`src/rtl/multicycle_ctrl_fsm_pkg.sv`:
```
// ============================================================================
//  Module      : multicycle_ctrl_fsm_pkg
//  Description : State codes, opcodes, ALUOp codes and select encodings
//                shared by the multicycle controller and its datapath.
//  Revision    : 1.0 - initial release
// ============================================================================
`default_nettype none

package multicycle_ctrl_fsm_pkg;

    localparam logic [4:0] S_FETCH  = 5'd0;
    localparam logic [4:0] S_DECODE = 5'd1;
    localparam logic [4:0] S_RT1    = 5'd2;
    localparam logic [4:0] S_RT2    = 5'd3;
    localparam logic [4:0] S_SW     = 5'd4;
    localparam logic [4:0] S_LW1    = 5'd5;
    localparam logic [4:0] S_LW2    = 5'd6;
    localparam logic [4:0] S_J      = 5'd7;
    localparam logic [4:0] S_LI     = 5'd8;
    localparam logic [4:0] S_MOV    = 5'd9;
    localparam logic [4:0] S_JAL    = 5'd10;
    localparam logic [4:0] S_BEQ1   = 5'd11;
    localparam logic [4:0] S_BEQ2   = 5'd12;
    localparam logic [4:0] S_PUSH   = 5'd13;
    localparam logic [4:0] S_POP1   = 5'd14;
    localparam logic [4:0] S_POP2   = 5'd15;
    localparam logic [4:0] S_IRQ1   = 5'd16;
    localparam logic [4:0] S_IRQ2   = 5'd17;
    localparam logic [4:0] S_TRAP   = 5'd18;

    localparam logic [3:0] OP_LW   = 4'h0;
    localparam logic [3:0] OP_SW   = 4'h1;
    localparam logic [3:0] OP_ADD  = 4'h2;
    localparam logic [3:0] OP_J    = 4'h3;
    localparam logic [3:0] OP_BEQ  = 4'h4;
    localparam logic [3:0] OP_ALU5 = 4'h5;
    localparam logic [3:0] OP_ALU6 = 4'h6;
    localparam logic [3:0] OP_LI   = 4'h7;
    localparam logic [3:0] OP_ALU8 = 4'h8;
    localparam logic [3:0] OP_ALU9 = 4'h9;
    localparam logic [3:0] OP_ALUB = 4'hB;
    localparam logic [3:0] OP_JAL  = 4'hC;
    localparam logic [3:0] OP_PUSH = 4'hD;
    localparam logic [3:0] OP_POP  = 4'hE;
    localparam logic [3:0] OP_MOV  = 4'hF;

    localparam logic [2:0] ALU_ADD = 3'd0;
    localparam logic [2:0] ALU_OP1 = 3'd1;
    localparam logic [2:0] ALU_OP2 = 3'd2;
    localparam logic [2:0] ALU_OP3 = 3'd3;
    localparam logic [2:0] ALU_OP4 = 3'd4;
    localparam logic [2:0] ALU_CMP = 3'd5;

    localparam logic [1:0] PCSRC_HOLD = 2'b00;
    localparam logic [1:0] PCSRC_INC  = 2'b01;
    localparam logic [1:0] PCSRC_VEC  = 2'b10;
    localparam logic [1:0] PCSRC_TGT  = 2'b11;

    localparam logic [1:0] MADDR_ALU = 2'b00;
    localparam logic [1:0] MADDR_PC  = 2'b01;
    localparam logic [1:0] MADDR_SP  = 2'b10;
    localparam logic [1:0] MADDR_ST  = 2'b11;

    localparam logic [1:0] RFWA_RD   = 2'b00;
    localparam logic [1:0] RFWA_LINK = 2'b01;
    localparam logic [1:0] RFWA_IMM  = 2'b10;

    localparam logic [2:0] RFWD_MEM  = 3'b000;
    localparam logic [2:0] RFWD_PC   = 3'b001;
    localparam logic [2:0] RFWD_MOV  = 3'b010;
    localparam logic [2:0] RFWD_ALU  = 3'b011;
    localparam logic [2:0] RFWD_IMM  = 3'b100;
    localparam logic [2:0] RFWD_IDLE = 3'b101;

    typedef enum logic [1:0] {
        TRAP_NONE    = 2'b00,
        TRAP_ILLEGAL = 2'b01,
        TRAP_TIMEOUT = 2'b10
    } trap_cause_e;

    function automatic logic [2:0] alu_op_of(input logic [3:0] op);
        case (op)
            OP_ALU8: return ALU_OP1;
            OP_ALU9: return ALU_OP2;
            OP_ALU5: return ALU_OP3;
            OP_ALU6: return ALU_OP4;
            OP_ALUB: return ALU_CMP;
            default: return ALU_ADD;
        endcase
    endfunction

    function automatic logic is_mem_state(input logic [4:0] s);
        return (s == S_FETCH) || (s == S_SW) || (s == S_LW1) ||
               (s == S_PUSH) || (s == S_POP1) || (s == S_IRQ1);
    endfunction

endpackage

`default_nettype wire

```
`src/rtl/multicycle_ctrl_fsm_if.sv`:
```
// ============================================================================
//  Module      : multicycle_ctrl_fsm_if
//  Description : IR/memory/interrupt inputs and datapath strobes of the
//                multicycle controller; master = controller, slave = datapath.
//  Revision    : 1.0 - initial release
// ============================================================================
`default_nettype none

interface multicycle_ctrl_fsm_if #(
    parameter int OPCODE_W = 4,
    parameter int ALUOP_W  = 4,
    parameter int STATE_W  = 5
);
    logic [OPCODE_W-1:0] Opcode;
    logic                MReady;
    logic                IrqReq;
    logic                IrqEn;

    logic [1:0]          PCSrc;
    logic [1:0]          MAddr;
    logic [1:0]          RFWA;
    logic [2:0]          RFWD;
    logic [1:0]          ALUInB;
    logic [ALUOP_W-1:0]  ALUOp;
    logic                PCWrite, IRWrite, MDin, MRead, MWrite, RFRead, RDWrite;
    logic                SPWrite, AWrite, BWrite, ALUInA, ALUOutWrite, Branch;
    logic                SPRel, PshPop, IrqAck;
    logic [1:0]          TrapCause;
    logic [STATE_W-1:0]  CrtState;

    modport master (
        input  Opcode, MReady, IrqReq, IrqEn,
        output PCSrc, MAddr, RFWA, RFWD, ALUInB, ALUOp,
               PCWrite, IRWrite, MDin, MRead, MWrite, RFRead, RDWrite,
               SPWrite, AWrite, BWrite, ALUInA, ALUOutWrite, Branch,
               SPRel, PshPop, IrqAck, TrapCause, CrtState
    );

    modport slave (
        output Opcode, MReady, IrqReq, IrqEn,
        input  PCSrc, MAddr, RFWA, RFWD, ALUInB, ALUOp,
               PCWrite, IRWrite, MDin, MRead, MWrite, RFRead, RDWrite,
               SPWrite, AWrite, BWrite, ALUInA, ALUOutWrite, Branch,
               SPRel, PshPop, IrqAck, TrapCause, CrtState
    );
endinterface

`default_nettype wire

```
`src/rtl/multicycle_ctrl_fsm_wait_timer.sv`:
```
// ============================================================================
//  Module      : multicycle_ctrl_fsm_wait_timer
//  Description : Memory wait-state counter; flags hold and bus timeout.
//  Revision    : 1.0 - initial release
// ============================================================================
`default_nettype none

module multicycle_ctrl_fsm_wait_timer #(
    parameter int TIMEOUT = 15
) (
    input  logic CLK,
    input  logic RST,
    input  logic mem_state_i,
    input  logic mready_i,
    output logic hold_o,
    output logic timeout_o
);
    localparam int CNT_W = $clog2(TIMEOUT + 1);

    logic [CNT_W-1:0] cnt_q, cnt_d;
    logic             at_limit;

    // MReady is checked first so a completion at the limit still succeeds.
    assign at_limit  = (cnt_q == CNT_W'(TIMEOUT));
    assign timeout_o = mem_state_i & ~mready_i & at_limit;
    assign hold_o    = mem_state_i & ~mready_i & ~at_limit;
    assign cnt_d     = hold_o ? cnt_q + 1'b1 : '0;

    always_ff @(posedge CLK or posedge RST) begin
        if (RST) begin
            cnt_q <= '0;
        end else begin
            cnt_q <= cnt_d;
        end
    end

endmodule

`default_nettype wire

```
`src/rtl/multicycle_ctrl_fsm.sv`:
```
// ============================================================================
//  Module      : multicycle_ctrl_fsm
//  Description : Moore control FSM for the stack/accumulator CPU with memory
//                wait-states, fetch-boundary interrupt and illegal/bus trap.
//  Revision    : 1.0 - initial release
// ============================================================================
`default_nettype none

module multicycle_ctrl_fsm #(
    parameter int OPCODE_W = 4,
    parameter int ALUOP_W  = 4,
    parameter int TIMEOUT  = 15,
    parameter int STATE_W  = 5
) (
    input  logic                  CLK,
    input  logic                  RST,
    multicycle_ctrl_fsm_if.master bus
);
    import multicycle_ctrl_fsm_pkg::*;

    logic [4:0]  state_q, state_d;
    trap_cause_e trap_q, trap_d;
    logic [3:0]  op_lo;
    logic        op_hi_set;
    logic        hold, timeout, irq_take;

    assign op_lo    = bus.Opcode[3:0];
    assign irq_take = bus.IrqReq & bus.IrqEn;

    generate
        if (OPCODE_W > 4) begin : g_op_hi
            assign op_hi_set = |bus.Opcode[OPCODE_W-1:4];
        end else begin : g_op_nohi
            assign op_hi_set = 1'b0;
        end
    endgenerate

    multicycle_ctrl_fsm_wait_timer #(.TIMEOUT(TIMEOUT)) u_wait_timer (
        .CLK         (CLK),
        .RST         (RST),
        .mem_state_i (is_mem_state(state_q)),
        .mready_i    (bus.MReady),
        .hold_o      (hold),
        .timeout_o   (timeout)
    );

    always_comb begin
        state_d = state_q;
        trap_d  = trap_q;
        case (state_q)
            S_FETCH:  state_d = S_DECODE;
            S_DECODE: begin
                if (op_hi_set) begin
                    state_d = S_TRAP;
                    trap_d  = TRAP_ILLEGAL;
                end else begin
                    case (op_lo)
                        OP_LW:   state_d = S_LW1;
                        OP_SW:   state_d = S_SW;
                        OP_J:    state_d = S_J;
                        OP_LI:   state_d = S_LI;
                        OP_MOV:  state_d = S_MOV;
                        OP_BEQ:  state_d = S_BEQ1;
                        OP_JAL:  state_d = S_JAL;
                        OP_PUSH: state_d = S_PUSH;
                        OP_POP:  state_d = S_POP1;
                        OP_ADD, OP_ALU5, OP_ALU6,
                        OP_ALU8, OP_ALU9, OP_ALUB: state_d = S_RT1;
                        default: begin
                            state_d = S_TRAP;
                            trap_d  = TRAP_ILLEGAL;
                        end
                    endcase
                end
            end
            S_RT1:  state_d = S_RT2;
            S_JAL:  state_d = S_LI;
            S_BEQ1: state_d = S_BEQ2;
            S_LW1:  state_d = S_LW2;
            S_POP1: state_d = S_POP2;
            S_IRQ1: state_d = S_IRQ2;
            default: state_d = S_FETCH;
        endcase

        // IRQ2 is excluded so the handler's first instruction is always fetched.
        if (state_d == S_FETCH && state_q != S_IRQ2 && irq_take) begin
            state_d = S_IRQ1;
        end

        if (hold) begin
            state_d = state_q;
        end else if (timeout) begin
            state_d = S_TRAP;
            trap_d  = TRAP_TIMEOUT;
        end

        if (state_d == S_FETCH) begin
            trap_d = TRAP_NONE;
        end
    end

    always_ff @(posedge CLK or posedge RST) begin
        if (RST) begin
            state_q <= S_FETCH;
            trap_q  <= TRAP_NONE;
        end else begin
            state_q <= state_d;
            trap_q  <= trap_d;
        end
    end

    assign bus.CrtState  = STATE_W'(state_q);
    assign bus.TrapCause = trap_q;

    always_comb begin
        bus.PCWrite     = 1'b0;
        bus.IRWrite     = 1'b0;
        bus.MDin        = 1'b0;
        bus.MRead       = 1'b0;
        bus.MWrite      = 1'b0;
        bus.RFRead      = 1'b0;
        bus.RDWrite     = 1'b0;
        bus.SPWrite     = 1'b0;
        bus.AWrite      = 1'b0;
        bus.BWrite      = 1'b0;
        bus.ALUInA      = 1'b0;
        bus.ALUOutWrite = 1'b0;
        bus.Branch      = 1'b0;
        bus.SPRel       = 1'b0;
        bus.PshPop      = 1'b0;
        bus.IrqAck      = 1'b0;
        bus.ALUInB      = 2'b00;
        bus.PCSrc       = PCSRC_HOLD;
        bus.MAddr       = MADDR_PC;
        bus.RFWA        = RFWA_RD;
        bus.RFWD        = RFWD_IDLE;
        bus.ALUOp       = '0;
        // Reset overrides the FETCH decode so no strobe leaks while RST is high.
        if (!RST) begin
            case (state_q)
                S_FETCH: begin
                    bus.MRead   = 1'b1;
                    bus.IRWrite = 1'b1;
                    bus.PCSrc   = PCSRC_INC;
                end
                S_DECODE: begin
                    bus.RFRead  = 1'b1;
                    bus.AWrite  = 1'b1;
                    bus.BWrite  = 1'b1;
                    bus.PCWrite = 1'b1;
                    bus.PCSrc   = PCSRC_INC;
                    bus.ALUOp   = ALUOP_W'(alu_op_of(op_lo));
                end
                S_RT1: bus.ALUOutWrite = 1'b1;
                S_RT2: begin
                    bus.RDWrite = 1'b1;
                    bus.RFWD    = RFWD_ALU;
                    bus.RFWA    = RFWA_RD;
                end
                S_SW: begin
                    bus.MDin   = 1'b1;
                    bus.MWrite = 1'b1;
                    bus.MAddr  = MADDR_ST;
                end
                S_LW1: begin
                    bus.MRead = 1'b1;
                    bus.MAddr = MADDR_ALU;
                end
                S_LW2, S_POP2: begin
                    bus.RDWrite = 1'b1;
                    bus.RFWD    = RFWD_MEM;
                end
                S_J: begin
                    bus.PCWrite = 1'b1;
                    bus.PCSrc   = PCSRC_TGT;
                end
                S_LI: begin
                    bus.RDWrite = 1'b1;
                    bus.RFWA    = RFWA_IMM;
                    bus.RFWD    = RFWD_IMM;
                end
                S_MOV: begin
                    bus.RDWrite = 1'b1;
                    bus.RFWD    = RFWD_MOV;
                end
                S_JAL: begin
                    bus.RDWrite = 1'b1;
                    bus.RFWA    = RFWA_LINK;
                    bus.RFWD    = RFWD_PC;
                    bus.PCWrite = 1'b1;
                    bus.PCSrc   = PCSRC_TGT;
                end
                S_BEQ1: begin
                    bus.ALUOp  = ALUOP_W'(ALU_CMP);
                    bus.ALUInA = 1'b1;
                    bus.Branch = 1'b1;
                    bus.PCSrc  = PCSRC_TGT;
                end
                S_BEQ2: begin
                    bus.Branch = 1'b1;
                    bus.PCSrc  = PCSRC_TGT;
                end
                S_PUSH: begin
                    bus.SPWrite = 1'b1;
                    bus.MDin    = 1'b1;
                    bus.MWrite  = 1'b1;
                    bus.MAddr   = MADDR_SP;
                end
                S_POP1: begin
                    bus.SPWrite = 1'b1;
                    bus.PshPop  = 1'b1;
                    bus.MRead   = 1'b1;
                end
                S_IRQ1: begin
                    bus.SPWrite = 1'b1;
                    bus.MWrite  = 1'b1;
                    bus.MAddr   = MADDR_SP;
                    bus.RFWD    = RFWD_PC;
                end
                S_IRQ2: begin
                    bus.IrqAck  = 1'b1;
                    bus.PCWrite = 1'b1;
                    bus.PCSrc   = PCSRC_VEC;
                end
                S_TRAP: begin
                    bus.PCWrite = 1'b1;
                    bus.PCSrc   = PCSRC_VEC;
                end
                default: ;
            endcase
        end
    end

endmodule

`default_nettype wire

```
`src/flat_wrapper.sv`:
```
// flat-port wrapper written by rule: the top's interface ports become plain ports
module multicycle_ctrl_fsm_flat import multicycle_ctrl_fsm_pkg::*;
#(
    parameter int OPCODE_W = 4,
    parameter int ALUOP_W  = 4,
    parameter int TIMEOUT  = 15,
    parameter int STATE_W  = 5
)
  (CLK, RST, bus_Opcode, bus_MReady, bus_IrqReq, bus_IrqEn, bus_PCSrc, bus_MAddr, bus_RFWA, bus_RFWD, bus_ALUInB, bus_ALUOp, bus_PCWrite, bus_IRWrite, bus_MDin, bus_MRead, bus_MWrite, bus_RFRead, bus_RDWrite, bus_SPWrite, bus_AWrite, bus_BWrite, bus_ALUInA, bus_ALUOutWrite, bus_Branch, bus_SPRel, bus_PshPop, bus_IrqAck, bus_TrapCause, bus_CrtState);
  multicycle_ctrl_fsm_if #(.OPCODE_W(OPCODE_W), .ALUOP_W(ALUOP_W), .STATE_W(STATE_W)) bus_i ();
  input  logic CLK;
  input  logic RST;
  input wire logic [$bits(bus_i.Opcode)-1:0] bus_Opcode;
  input wire logic [$bits(bus_i.MReady)-1:0] bus_MReady;
  input wire logic [$bits(bus_i.IrqReq)-1:0] bus_IrqReq;
  input wire logic [$bits(bus_i.IrqEn)-1:0] bus_IrqEn;
  output wire logic [$bits(bus_i.PCSrc)-1:0] bus_PCSrc;
  output wire logic [$bits(bus_i.MAddr)-1:0] bus_MAddr;
  output wire logic [$bits(bus_i.RFWA)-1:0] bus_RFWA;
  output wire logic [$bits(bus_i.RFWD)-1:0] bus_RFWD;
  output wire logic [$bits(bus_i.ALUInB)-1:0] bus_ALUInB;
  output wire logic [$bits(bus_i.ALUOp)-1:0] bus_ALUOp;
  output wire logic [$bits(bus_i.PCWrite)-1:0] bus_PCWrite;
  output wire logic [$bits(bus_i.IRWrite)-1:0] bus_IRWrite;
  output wire logic [$bits(bus_i.MDin)-1:0] bus_MDin;
  output wire logic [$bits(bus_i.MRead)-1:0] bus_MRead;
  output wire logic [$bits(bus_i.MWrite)-1:0] bus_MWrite;
  output wire logic [$bits(bus_i.RFRead)-1:0] bus_RFRead;
  output wire logic [$bits(bus_i.RDWrite)-1:0] bus_RDWrite;
  output wire logic [$bits(bus_i.SPWrite)-1:0] bus_SPWrite;
  output wire logic [$bits(bus_i.AWrite)-1:0] bus_AWrite;
  output wire logic [$bits(bus_i.BWrite)-1:0] bus_BWrite;
  output wire logic [$bits(bus_i.ALUInA)-1:0] bus_ALUInA;
  output wire logic [$bits(bus_i.ALUOutWrite)-1:0] bus_ALUOutWrite;
  output wire logic [$bits(bus_i.Branch)-1:0] bus_Branch;
  output wire logic [$bits(bus_i.SPRel)-1:0] bus_SPRel;
  output wire logic [$bits(bus_i.PshPop)-1:0] bus_PshPop;
  output wire logic [$bits(bus_i.IrqAck)-1:0] bus_IrqAck;
  output wire logic [$bits(bus_i.TrapCause)-1:0] bus_TrapCause;
  output wire logic [$bits(bus_i.CrtState)-1:0] bus_CrtState;
  assign bus_i.Opcode = bus_Opcode;
  assign bus_i.MReady = bus_MReady;
  assign bus_i.IrqReq = bus_IrqReq;
  assign bus_i.IrqEn = bus_IrqEn;
  assign bus_PCSrc = bus_i.PCSrc;
  assign bus_MAddr = bus_i.MAddr;
  assign bus_RFWA = bus_i.RFWA;
  assign bus_RFWD = bus_i.RFWD;
  assign bus_ALUInB = bus_i.ALUInB;
  assign bus_ALUOp = bus_i.ALUOp;
  assign bus_PCWrite = bus_i.PCWrite;
  assign bus_IRWrite = bus_i.IRWrite;
  assign bus_MDin = bus_i.MDin;
  assign bus_MRead = bus_i.MRead;
  assign bus_MWrite = bus_i.MWrite;
  assign bus_RFRead = bus_i.RFRead;
  assign bus_RDWrite = bus_i.RDWrite;
  assign bus_SPWrite = bus_i.SPWrite;
  assign bus_AWrite = bus_i.AWrite;
  assign bus_BWrite = bus_i.BWrite;
  assign bus_ALUInA = bus_i.ALUInA;
  assign bus_ALUOutWrite = bus_i.ALUOutWrite;
  assign bus_Branch = bus_i.Branch;
  assign bus_SPRel = bus_i.SPRel;
  assign bus_PshPop = bus_i.PshPop;
  assign bus_IrqAck = bus_i.IrqAck;
  assign bus_TrapCause = bus_i.TrapCause;
  assign bus_CrtState = bus_i.CrtState;
  multicycle_ctrl_fsm #(.OPCODE_W(OPCODE_W), .ALUOP_W(ALUOP_W), .TIMEOUT(TIMEOUT), .STATE_W(STATE_W)) u_core (.CLK(CLK), .RST(RST), .bus(bus_i));
endmodule
```
`config.mk`:
```
export PLATFORM = sky130hd
export DESIGN_NAME = multicycle_ctrl_fsm_flat
export DESIGN_NICKNAME = d
export VERILOG_FILES = /design/src/rtl/multicycle_ctrl_fsm_pkg.sv /design/src/rtl/multicycle_ctrl_fsm_if.sv /design/src/rtl/multicycle_ctrl_fsm_wait_timer.sv /design/src/rtl/multicycle_ctrl_fsm.sv /design/src/flat_wrapper.sv
export SDC_FILE = /design/constraint.sdc
export NUM_CORES = 1
export LEC_CHECK = 0
export ABC_AREA = 1
export BUFFER_PORTS_ARGS = -buffer_cell sky130_fd_sc_hd__buf_4
export CORE_ASPECT_RATIO = 1.1
export CORE_MARGIN = 2
export CORE_UTILIZATION = 52
export CTS_CLUSTER_DIAMETER = 200
export CTS_CLUSTER_SIZE = 25
export DETAILED_ROUTE_END_ITERATION = 10
export PLACE_DENSITY = 0.93
export SLEW_MARGIN = 20
export SYNTH_ARGS = -nofsm -noshare
export SYNTH_HDL_FRONTEND = slang
export SYNTH_SLANG_ARGS = --single-unit
```
`constraint.sdc`:
```
create_clock -name CLK -period 4.34 [get_ports CLK]
set_input_delay 0.651 -clock CLK [delete_from_list [all_inputs] [get_ports CLK]]
set_output_delay 0.651 -clock CLK [all_outputs]
set_load 0.01 [all_outputs]
```
==> flow_summary.ini <==
[status]
status = finished, final reports clean

[synth]
ys_seq_area_frac = 0.227
ys_types = 30
synth_area_leader_cell = dfrtp_1
yosysTopAreaCellShare = 0.227
ys_warn_count = 0
netlist_instances = 201
synth_edf_count = 0
async_reset_ff_frac = 1.00
netlist_area_mm2 = 0.00121
avgSynthCellArea_um2 = 6.03
synth_seq_cells = 11
synthTopCellsByCount = nand2_1, inv_1, nor2_1
synthTopCellsByArea = dfrtp_1, nand2_1, inv_1
synth.most_common_cell = nand2_1
yosys_most_used_dff = dfrtp_1

[grt]
grt_use_total = 0.239
grt.overflow.total = 0
antenna_found_initial = 0
grt_pass1_vias = 1199
grt_max_degree = 21
grt_pass1_wl_mm = 5.00

[clocking]
cts.path.max_buffers = 2
clock-sinks = 11
post_cts_buffers = 0
cts-hold-fix-buffers = 0
cts_buffers = 3
h-tree-depth = 1
ctsResizeCount = 0
clk_pin_slew_ps = 60
clk_latency_ps = 260
cts_tree = built
root_buffer = clkbuf_4

[worst_setup_path]
endpoint_kind = output port
crit_top_cell = nor2_2
reg2reg_from = u_core.bus.CrtState[0]
crit_buf_inv = 3
cp_data_required_time_ps = 3690
cp-start-kind = flip-flop
slowest_stage = dfrtp_1
path_class = reg2out
worstReg2RegEnd = u_core.bus.TrapCause[0]
max_stage_delay_ps = 430
rrSetupSlack_ps = 2410
ff2ff_path_depth = 12
path_cells = nor2_2 > nand2_2 > nor2_2 > inv_2 > nor2_1 > inv_1 > a211oi_1 > buf_4
path_delay_family = simple AND/OR/NAND/NOR gates
worstSetupStartpoint = u_core.bus.CrtState[3]
worst_ep_arrival_time_ps = 2110
worstPathMaxFanout = 6

[min_path]
holdPathStages = 1
worstHoldStart = u_core.u_wait_timer.cnt_q[0]
holdPathEnd = u_core.u_wait_timer.cnt_q[0]
hp-class = reg2reg

[sta]
fin_crit_ps = 2760
hold_viol = 0
setup_violations = 0
max_slew.worst_pin.slew_ps = 558
rsz0062_at_grt = false
finClkSkew_ps = 0.625
relSlewSlack = 0.628
final.setup.tns_ps = 0
max_freq_mhz = 362
fin_crit_sh = 0.636
final-max-slew-violation-count = 0

[drt]
wl_met1_mm = 1.25
viasPerCell = 5.01
antenna_left = 0
wl_per_cell_um = 10.9
dr.pass1.iters = 4
wirelength_mm = 2.96
vias = 1364
drc = 0
drt_iter0_markers = 22
met3_length_um = 101
dr_wl_met2_mm = 1.55
dr.max_layer_used = met4

[die]
fp.dieW_um = 50.0
core_mm2 = 0.00223
num_io_pins = 47
initial_core_util = 0.544
die_y_um = 54.6
die-area_mm2 = 0.00273
rows = 18

[flow_run]
drv_cap = 0

[finish]
nets = 253
seqCellArea_um2 = 275
n_fill_cell = 199
diodes = 0
multi_input_area_um2 = 749
area_growth_pct = 27.9
drive_gt1_frac = 0.318

[place]
gp_congestion = 0.920
dpl.hpwl_mm = 2.40
io_buffers = 42

[power]
p_int_mw = 0.460
ir_drop_mv = 0.434
p_clk_frac = 0.067
powerDensity_mw_per_mm2 = 644
p_comb_frac = 0.749
switching_share = 0.539
p_switching_mw = 0.539
leakagePower_nw = 0.873
power_frac_seq = 0.184
power_mw = 0.999
-- routing by layer --
metal,up-vias,track usage
met3,6,0.0164
met1,615,0.267
met2,35,0.463
met4,0,0.120
met5,-,0
li1,708,-
-- power groups by stage --
stage	logic, mW	registers (mW)	clock network (mW)
global route	0.829	0.192	0.0733
floorplan	0.512	0.190	0
finish	0.748	0.184	0.0665
CTS	0.750	0.184	0.0697
detailed placement	0.746	0.185	0
global placement	0.734	0.183	0
-- placed cells by master, fill, tap and decap left out --
| cell type | count |
|---|---|
| nand2_4 | 3 |
| nand2_2 | 6 |
| a21oi_1 | 11 |
| a31o_2 | 1 |
| or2_1 | 1 |
| ha_1 | 1 |
| buf_4 | 42 |
| o21ai_2 | 1 |
| nor3_1 | 1 |
| clkbuf_4 | 3 |
| nand3_4 | 1 |
| xnor2_1 | 1 |
| nor2_4 | 1 |
| nand3_2 | 1 |
| a31oi_1 | 4 |
| a211oi_1 | 1 |
| nand3_1 | 14 |
| dfrtp_1 | 11 |
| and3_1 | 1 |
| clkbuf_1 | 1 |
| conb_1 | 4 |
| nor2_2 | 8 |
| inv_1 | 29 |
| nand4_1 | 5 |
| inv_2 | 10 |
| o21ai_0 | 7 |
| nor2_1 | 25 |
| o22ai_1 | 4 |
| xor2_1 | 2 |
| nand2_1 | 42 |
-- cell families (layout without fill, tap and decap cells) --
logic type,Yosys count,count (layout),share of synthesized area
compound gates,29,29,0.136
xor+xnor,3,3,0.0217
fa+ha+maj,1,1,0.0103
buf+inv,47,85,0.164
flops,11,11,0.227
other cells,1,4,0.00309
simple gates,109,109,0.438
-- worst max-delay path by stage --
stage,cells past startpoint,slack [ps],endpoint
after floorplan,7,1890,bus_ALUOp[1]
after global placement,8,1970,bus_ALUOp[1]
after detailed placement,8,1870,bus_ALUOp[1]
after CTS,8,1570,bus_ALUOp[1]
after global routing,8,1350,bus_ALUOp[1]
final,8,1580,bus_ALUOp[1]
-- registers in the layout, summed over array words and instances (netlist names) --
register,count
u_core.bus.CrtState,5
u_core.u_wait_timer.cnt_q,4
u_core.bus.TrapCause,2
-- cell type report --
class                           instances  area share
Sequential cell                        11       0.178
Timing Repair Buffer                   42       0.203
Inverter                               39      0.0944
Tap cell                               30      0.0242
Clock buffer                            4      0.0169
Multi-Input combinational cell        146       0.483
-- worst reg2reg max path, cell delays in order (launching register included) --
cell and delay (ps):
dfrtp_1 480, nor2_2 350, nand3_2 190, nand2_1 120, inv_2 50, nand2_4 80
nand2_4 90, inv_2 70, nand3_1 60, nand2_1 90, nand2_1 70, nor2_2 130
nor2_1 50
-- stage by stage --
| stage | cell area [um^2] | hold WS (ps) | cells | worst slack (ps) | util |
|---|---|---|---|---|---|
| floorplan | 1220 | 431 | 204 | 1890 | - |
| global placement | 1520 | 455 | 268 | 1970 | 0.684 |
| detailed placement | 1520 | 470 | 268 | 1870 | 0.684 |
| CTS | 1550 | 479 | 272 | 1570 | 0.695 |
| global route | 1550 | 496 | 272 | 1350 | 0.695 |
| finish | 1550 | 477 | 272 | 1580 | 0.695 |
Note: power is estimated with default switching activity, not from simulation.
